===== src/rtl/result_sequencer.sv =====
`default_nettype none
// ============================================================================
//  Module      : result_sequencer
//  Description : Captures the 16 per-node results of a layer and drains the
//                first n_nodes of them as a valid/ready stream, one value per
//                accepted beat, for the next layer's input.
//                Optional feature macro: RESULT_SEQUENCER_ARGMAX_EN
//                (tracks the largest accepted value and its index).
//  Ports       : clk          - clock, all state changes on rising edge
//                reset        - synchronous, active-low
//                capture      - pulse; latch result0..15 and n_nodes (IDLE only)
//                n_nodes      - nodes to drain (0 -> no beats, >16 -> 16)
//                result0..15  - signed 8-bit node results
//                xnext        - serialized value (0 when not valid)
//                xnext_valid  - xnext holds a beat
//                xnext_ready  - consumer accepts beat
//                last         - current beat is the final node
//                busy         - drain or done phase in progress
//                done         - one-cycle pulse after final beat accepted
//                argmax       - index of largest accepted value
//                max_val      - largest accepted value
//  Revision    : 1.0 - initial release
// ============================================================================
module result_sequencer (
  input  logic              clk,
  input  logic              reset,
  input  logic              capture,
  input  logic [4:0]        n_nodes,
  input  logic signed [7:0] result0,
  input  logic signed [7:0] result1,
  input  logic signed [7:0] result2,
  input  logic signed [7:0] result3,
  input  logic signed [7:0] result4,
  input  logic signed [7:0] result5,
  input  logic signed [7:0] result6,
  input  logic signed [7:0] result7,
  input  logic signed [7:0] result8,
  input  logic signed [7:0] result9,
  input  logic signed [7:0] result10,
  input  logic signed [7:0] result11,
  input  logic signed [7:0] result12,
  input  logic signed [7:0] result13,
  input  logic signed [7:0] result14,
  input  logic signed [7:0] result15,
  output logic signed [7:0] xnext,
  output logic              xnext_valid,
  input  logic              xnext_ready,
  output logic              last,
  output logic              busy,
  output logic              done,
  output logic [3:0]        argmax,
  output logic signed [7:0] max_val
);

  localparam logic [1:0] S_IDLE  = 2'd0;
  localparam logic [1:0] S_DRAIN = 2'd1;
  localparam logic [1:0] S_DONE  = 2'd2;

  logic [1:0]        state_q, state_d;
  logic signed [7:0] buf_q [16];
  logic signed [7:0] buf_d [16];
  logic [3:0]        idx_q, idx_d;
  logic [4:0]        count_q, count_d;
  logic signed [7:0] results_in [16];
  logic              accept;
  logic              at_last;
  logic              capture_ok;

  assign results_in = '{result0,  result1,  result2,  result3,
                        result4,  result5,  result6,  result7,
                        result8,  result9,  result10, result11,
                        result12, result13, result14, result15};

  assign capture_ok = (state_q == S_IDLE) && capture;
  assign accept     = (state_q == S_DRAIN) && xnext_ready;
  // count_q is at least 1 whenever the FSM is in DRAIN
  assign at_last    = (state_q == S_DRAIN) && ({1'b0, idx_q} == (count_q - 5'd1));

  // State register
  always_ff @(posedge clk) begin
    if (!reset) begin
      state_q <= S_IDLE;
      buf_q   <= '{default: '0};
      idx_q   <= '0;
      count_q <= '0;
    end else begin
      state_q <= state_d;
      buf_q   <= buf_d;
      idx_q   <= idx_d;
      count_q <= count_d;
    end
  end

  // Next-state logic
  always_comb begin
    state_d = state_q;
    buf_d   = buf_q;
    idx_d   = idx_q;
    count_d = count_q;
    case (state_q)
      S_IDLE: begin
        if (capture) begin
          buf_d   = results_in;
          idx_d   = '0;
          count_d = (n_nodes > 5'd16) ? 5'd16 : n_nodes;
          state_d = (n_nodes == 5'd0) ? S_DONE : S_DRAIN;
        end
      end
      S_DRAIN: begin
        if (accept) begin
          if (at_last) state_d = S_DONE;
          else         idx_d   = idx_q + 4'd1;
        end
      end
      S_DONE:  state_d = S_IDLE;
      default: state_d = S_IDLE;
    endcase
  end

  // Output logic
  always_comb begin
    xnext_valid = (state_q == S_DRAIN);
    xnext       = xnext_valid ? buf_q[idx_q] : 8'sd0;
    last        = at_last;
    busy        = (state_q == S_DRAIN) || (state_q == S_DONE);
    done        = (state_q == S_DONE);
  end

`ifdef RESULT_SEQUENCER_ARGMAX_EN
  logic [3:0]        argmax_q, argmax_d;
  logic signed [7:0] max_q, max_d;

  // First beat seeds the max; only a strictly greater value replaces it,
  // so ties keep the lowest index.
  always_comb begin
    argmax_d = argmax_q;
    max_d    = max_q;
    if (capture_ok) begin
      argmax_d = '0;
      max_d    = '0;
    end else if (accept && ((idx_q == 4'd0) || (buf_q[idx_q] > max_q))) begin
      argmax_d = idx_q;
      max_d    = buf_q[idx_q];
    end
  end

  always_ff @(posedge clk) begin
    if (!reset) begin
      argmax_q <= '0;
      max_q    <= '0;
    end else begin
      argmax_q <= argmax_d;
      max_q    <= max_d;
    end
  end

  assign argmax  = argmax_q;
  assign max_val = max_q;
`else
  logic unused_capture_ok;
  assign unused_capture_ok = capture_ok;
  assign argmax  = '0;
  assign max_val = '0;
`endif

endmodule
`default_nettype wire


===== config.mk =====
export PLATFORM = sky130hd
export DESIGN_NAME = result_sequencer
export DESIGN_NICKNAME = d
export VERILOG_FILES = /design/src/rtl/result_sequencer.sv
export SDC_FILE = /design/constraint.sdc
export NUM_CORES = 1
export LEC_CHECK = 0
export ABC_AREA = 0
export CORE_MARGIN = 4
export CORE_UTILIZATION = 50
export DETAILED_ROUTE_END_ITERATION = 7
export GPL_TIMING_DRIVEN = 1
export PLACE_DENSITY_LB_ADDON = 0.05
export SLEW_MARGIN = 20
export SYNTH_ARGS = -nofsm -noshare
export SYNTH_HDL_FRONTEND = slang
export SYNTH_SLANG_ARGS = --single-unit
export TNS_END_PERCENT = 100

===== constraint.sdc =====
create_clock -name clk -period 3.5 [get_ports clk]
set_input_delay 0.7 -clock clk [delete_from_list [all_inputs] [get_ports clk]]
set_output_delay 0.7 -clock clk [all_outputs]
set_load 0.1 [all_outputs]

==> flow_summary_export.csv, run 1 <==
group,metric,value,unit
place,io_buffers,148,
clock_network,cts_max_path_buffers,2,
timing,tns,0,ns
final_layout,layout.cells.most_common,"nand2_1",
die,coreArea,12700,sq um
timing,relSlewSlack,46.6,%
final_layout,multiInputGateArea,3410,sq um
synth,synth_edf_count,0,
grt,grt_max_degree,143,
synth,yosysSeqAreaShare,43.0,%
drt,drtAntennaViolNets,0,
setup_path,r2r_cells,7,
synth,synth_cells,712,
clock_network,worstSkewPairLatency,0.41,ns
final_layout,postLayoutCoreUtil,68.5,%
final_layout,seq_area,2790,sq um
final_layout,nFillCells,1031,
synth,synth_warnings,0,
drt,vias,5369,
die,ios,161,
die,die_w,122,microns
clock_network,cts_root_buf,"clkbuf_16",
timing,tightest_slew,0.801,ns
setup_path,cp-end-kind,"output port",
final_layout,syn_to_final_growth,34.1,%
grt,antenna_found_initial,0,
clock_network,cts_hold_buf,0,
timing,fmax,0.295,GHz
clock_network,clock_sinks,139,
synth,ys_types,34,
die,start_util,51.1,%
synth,ys_ff_latch,139,
die,row_count,41,
drt,drt_first_pass_iters,4,
grt,grt_first_pass_wirelength,27000,microns
timing,finalCriticalPeriod,3.39,ns
setup_path,cp.arrival,2.69,ns
timing,drv_slew,0,
min_path,worstHoldPathCells,2,
die,die_area,14800,sq um
clock_network,cts_made_buffers,17,
die,die_h,122,microns
flow_run,drv_cap,0,
synth,syn_area_per_cell,9.09,sq um
final_layout,layout-drive-gt1-share,11.4,%
timing,hold_violations,0,
drt,avgViaCountPerCell,5.28,
outcome,outcome,"completed",
setup_path,critPathLaunchType,"flip-flop",
setup_path,path_max_fanout,5,
synth,async_reset_ff_share,0,%
clock_network,post-cts-setup-buffers,0,
setup_path,critPathKind,"flip-flop to output port",
setup_path,critPathRequiredTime,2.80,ns
drt,totalWireLength,16900,microns
synth,ys.flop_type,"dfxtp_1",
final_layout,fin_nets,973,
min_path,min_to,"buf_q[22]",
final_layout,final_cell_mix,"nand2_1, dfxtp_1, a21boi_0, clkdlybuf4s50_1, mux4_2",
place,gp_congestion,0.817,
timing,period_share,96.9,%
grt,overflow,0,
min_path,min_from,"buf_q[22]",
setup_path,ff2ff_setup_slack,1.12,ns
drt,post_drt_wl_per_cell,16.7,microns
drt,first_iter_violations,473,
clock_network,htree_levels,4,
timing,setup_viol,0,
drt,drc,0,
timing,skew,0.00569,ns
power_and_ir_drop,vdd_ir_drop_max,0.342,mV
power_and_ir_drop,leakagePower,3.14,nW
synth,syn-cell-area,6470,sq um
setup_path,timing.rr.start,"count_q[0]",
power_and_ir_drop,powerDensity,622,nW/um^2
timing,grt_setup_unrepaired,"no",
grt,grt_pass1_vias,5425,
min_path,hold_path_class,"flip-flop to flip-flop",
grt,grt_usage,23.6,%
place,place_hpwl,12300,microns
clock_network,clk_pin_slew,0.05,ns
clock_network,tritoncts,"done",
setup_path,r2r-end,"idx_q[0]",
final_layout,antenna_cells,0,
layout make-up:
cell class	count	area share [%]
sequential	139	32.1
clock inverter	7	1.01
clock buffer	25	5.71
multi-input combinational	512	39.3
tap	172	2.48
inverter	4	0.173
timing repair buffer	157	19.3
metrics by stage:
stage	setup slack (ns)	area, sq um	std cells	hold slack [ns]	total power (W)
after global placement	0.597	8090	984	0.453	0.00364
after floorplan	0.311	6510	723	0.440	0.00316
after detailed placement	0.489	8090	984	0.460	0.00368
after CTS	0.0483	8670	1016	0.468	0.00543
after global routing	0.00587	8680	1016	0.490	0.00568
final	0.108	8680	1016	0.460	0.00540
registers in the layout, summed over array words and instances, names as in the netlist:
signal and count:
buf_q 128, count_q 5, idx_q 4, state_q 2
worst max-delay path, stage by stage (launching register included):
cell and delay [ns]:
dfxtp_1 0.39, inv_1 0.06, ha_1 0.25, o21ba_1 0.19, a221o_1 0.38, a2111oi_2 0.57
and2_1 0.25, buf_12 0.18
power by group:
part / leakage (nW) / switching [W] / total, W / internal [W]
Clock: 0.287 / 0.000633 / 0.00175 / 0.00112
Sequential: 1.14 / 0.000163 / 0.00202 / 0.00186
Combinational: 1.71 / 0.000976 / 0.00162 / 0.000647
layer usage:
layer / global-route usage (%) / routed length, microns / vias to the layer above
li1: - / - / 2625
met1: 30.9 / 7360 / 2554
met2: 39.2 / 8290 / 169
met3: 4.50 / 1010 / 21
met4: 8.26 / 281 / 0
met5: 0 / 0 / -
Yosys cell counts (all sizes together) (2+ instances only):
| library cell | n | share of area, % |
|---|---|---|
| nand3 | 4 | 0.31 |
| and2 | 10 | 0.97 |
| nand2 | 270 | 16 |
| nor2 | 3 | 0.17 |
| inv | 4 | 0.23 |
| nor3 | 3 | 0.23 |
| clkbuf | 47 | 2.7 |
| a21boi | 135 | 16 |
| o31a | 2 | 0.27 |
| nor2b | 4 | 0.39 |
| buf | 21 | 2.2 |
| ha | 5 | 0.97 |
| dfxtp | 139 | 43 |
| mux4 | 40 | 14 |
| xnor2 | 5 | 0.68 |
| o22ai | 2 | 0.19 |
| nand3b | 4 | 0.46 |
worst max-delay path by stage:
stage / cells past startpoint / slack (ns) / to / startpoint
finish: 7 / 0.11 / last / count_q[0]
global route: 7 / 0.006 / last / count_q[0]
CTS: 5 / 0.05 / last / idx_q[2]
detailed placement: 5 / 0.49 / last / idx_q[2]
global placement: 5 / 0.60 / last / idx_q[2]
floorplan: 5 / 0.31 / last / state_q[1]
what timing repair did:
item | CTS | global route
endpoints found under the hold margin | 0 | 0
gates resized for setup | 0 | 1
setup endpoints to repair | 0 | 1
logic make-up after synthesis:
kind of cell,count (synthesis),synth area share [%]
muxes,41,14.1
buffers and inverters,72,5.16
adders and majority gates,5,0.967
AOI/OAI and AO/OA,147,17.4
and+or+nand+nor,302,18.6
DFF,139,43.0
xor gates and xnor gates,5,0.677
other,1,0.0579
(Power assumes the default switching activity.)
==> inputs of run 2 (changes only) <==
PLACE_DENSITY = 0.91   (was unset)
PLACE_DENSITY_LB_ADDON = unset   (was 0.05)
SKIP_CTS_REPAIR_TIMING = 1   (was unset)
==> run 2 against run 1 <==
Net effect:
- sequential share of layout area about the same
- flip-flop and latch count unchanged
- die area unchanged
- critical endpoint unchanged
- largest power group unchanged
==> flow_summary_export.csv, run 2 (synthesis results as in run 1) <==
group,metric,value,unit
place,place_hpwl,13000,microns
timing,relSlewSlack,45.4,%
die,die_area,14800,sq um
power_and_ir_drop,leakagePower,3.14,nW
die,ios,161,
clock_network,cts_root_buf,"clkbuf_16",
min_path,min_to,"buf_q[71]",
die,start_util,51.1,%
final_layout,largest_register_ffs,128,
timing,skew,0.00827,ns
final_layout,fin_area,8690,sq um
timing,fmax,0.302,GHz
drt,vias,5745,
min_path,min_from,"buf_q[71]",
power_and_ir_drop,p_sw_share,34.0,%
setup_path,timing.rr.start,"count_q[0]",
die,coreArea,12700,sq um
place,io_buffers,148,
drt,drc,0,
setup_path,cp_cell_sequence,"inv_1 > ha_1 > o21ba_1 > a221o_1 > a2111oi_4 > and2_1 > buf_12",
timing,hold_violations,0,
setup_path,ff2ff_setup_slack,1.10,ns
final_layout,layout.cells.most_common,"nand2_1",
clock_network,cts_made_buffers,17,
drt,drtAntennaViolNets,0,
drt,post_drt_wl_per_cell,19.7,microns
power_and_ir_drop,vdd_ir_drop_max,0.356,mV
final_layout,syn_to_final_growth,34.3,%
grt,grt_first_pass_wirelength,29700,microns
power_and_ir_drop,powerDensity,643,nW/um^2
setup_path,critPathRequiredTime,2.80,ns
final_layout,layout-drive-gt1-share,11.2,%
drt,first_iter_violations,652,
clock_network,clock_sinks,139,
drt,avgViaCountPerCell,5.67,
flow_run,drv_cap,0,
final_layout,top_regs,"buf_q (128), count_q (5), idx_q (4)",
grt,antenna_found_initial,1,
setup_path,slowest_stage,"a2111oi_4",
power_and_ir_drop,p_int,0.00369,W
clock_network,cts_max_path_buffers,2,
place,gp_congestion,0.915,
final_layout,final_cell_mix,"nand2_1, dfxtp_1, a21boi_0, clkdlybuf4s50_1, mux4_2",
clock_network,clk_pin_slew,0.06,ns
final_layout,fin_nets,971,
final_layout,postLayoutCoreUtil,68.6,%
setup_path,cp.arrival,2.61,ns
min_path,hold_path_class,"flip-flop to flip-flop",
grt,grt_pass1_vias,5657,
final_layout,top_register,"buf_q",
setup_path,r2r_cells,7,
outcome,outcome,"completed",
timing,drv_slew,0,
setup_path,cpPeakStageDelay,0.45,ns
place,dpl-instance-area,8070,sq um
setup_path,cp-end-kind,"output port",
clock_network,worstSkewPairLatency,0.42,ns
grt,overflow,0,
die,die_w,122,microns
power_and_ir_drop,p_switching,0.00190,W
power_and_ir_drop,combPwrFrac,29.9,%
drt,totalWireLength,19900,microns
die,die_h,122,microns
clock_network,htree_levels,4,
timing,period_share,94.7,%
clock_network,tritoncts,"done",
timing,setup_viol,0,
setup_path,path_max_fanout,5,
setup_path,r2r-end,"state_q[0]",
power_and_ir_drop,p_seq_share,37.5,%
grt,grt_max_degree,143,
min_path,worstHoldPathCells,2,
timing,finalCriticalPeriod,3.31,ns
die,row_count,41,
power_and_ir_drop,clkPwrFrac,32.6,%
timing,grt_setup_unrepaired,"no",
timing,tightest_slew,0.819,ns
grt,grt_usage,26.2,%
drt,drt_first_pass_iters,5,
setup_path,critPathLaunchType,"flip-flop",
setup_path,critPathKind,"flip-flop to output port",
==> run 2: cell count changes in the layout (fill, tap and decap cells not counted) <==
| cell | change |
|---|---|
| buf_4 | -2 |
| clkbuf_8 | -1 |
| dfxtp_2 | -1 |
| a2111oi_2 | -1 |
| clkbuf_1 | -2 |
| diode_2 | +1 |
| a2111oi_4 | +1 |
| bufinv_16 | +1 |
| dfxtp_4 | +1 |
==> run 2: cell type report <==
cell class,count,area (sq um)
Antenna cell,1,2.50
Clock buffer,22,474
Clock inverter,8,118
Fill cell,854,3980
Inverter,4,15.0
Multi-Input combinational cell,512,3420
Sequential cell,139,2790
Tap cell,172,215
Timing Repair Buffer,155,1660
==> run 2: per-layer routing <==
| layer | vias to the layer above | track usage, % | share of wire (%) |
|---|---|---|---|
| li1 | 2610 | - | - |
| met1 | 2666 | 30.4 | 36 |
| met2 | 365 | 44.0 | 49 |
| met3 | 104 | 7.52 | 9.1 |
| met4 | 0 | 13.9 | 6.5 |
| met5 | - | 0 | 0 |
==> run 2: critical path, delay by kind of cell (launching register included) <==
family / cells / cell delay (ns)
buffers and inverters: 2 / 0.25
AOI/OAI and AO/OA: 3 / 1.06
adders and majority gates: 1 / 0.25
and+or+nand+nor: 1 / 0.27
DFF: 1 / 0.38
==> run 2: worst max path at each step <==
stage	start	end	slack, ns	cells past startpoint
after floorplan	state_q[1]	last	0.31	5
after global placement	idx_q[0]	xnext[7]	0.59	5
after detailed placement	idx_q[2]	last	0.48	5
after CTS	idx_q[2]	last	-0.04	5
after global routing	count_q[0]	last	0.05	7
final	count_q[0]	last	0.19	7
==> run 2: power groups by stage <==
stage | Clock, W | Sequential, W | Combinational, W
after floorplan | 0 | 0.00198 | 0.00118
after global placement | 0 | 0.00210 | 0.00156
after detailed placement | 0 | 0.00210 | 0.00160
after CTS | 0.00182 | 0.00208 | 0.00165
after global routing | 0.00189 | 0.00211 | 0.00180
final | 0.00182 | 0.00210 | 0.00167
==> run 2: metrics by stage <==
stage | hold WS (ns) | cells | setup WS, ns | total power, W | setup TNS (ns)
final | 0.470 | 1013 | 0.187 | 0.00558 | 0
after CTS | 0.468 | 1012 | -0.0396 | 0.00555 | -0.0396
after global routing | 0.489 | 1013 | 0.0504 | 0.00581 | 0
after global placement | 0.454 | 982 | 0.591 | 0.00366 | 0
after detailed placement | 0.460 | 982 | 0.479 | 0.00371 | 0
after floorplan | 0.440 | 723 | 0.311 | 0.00316 | 0
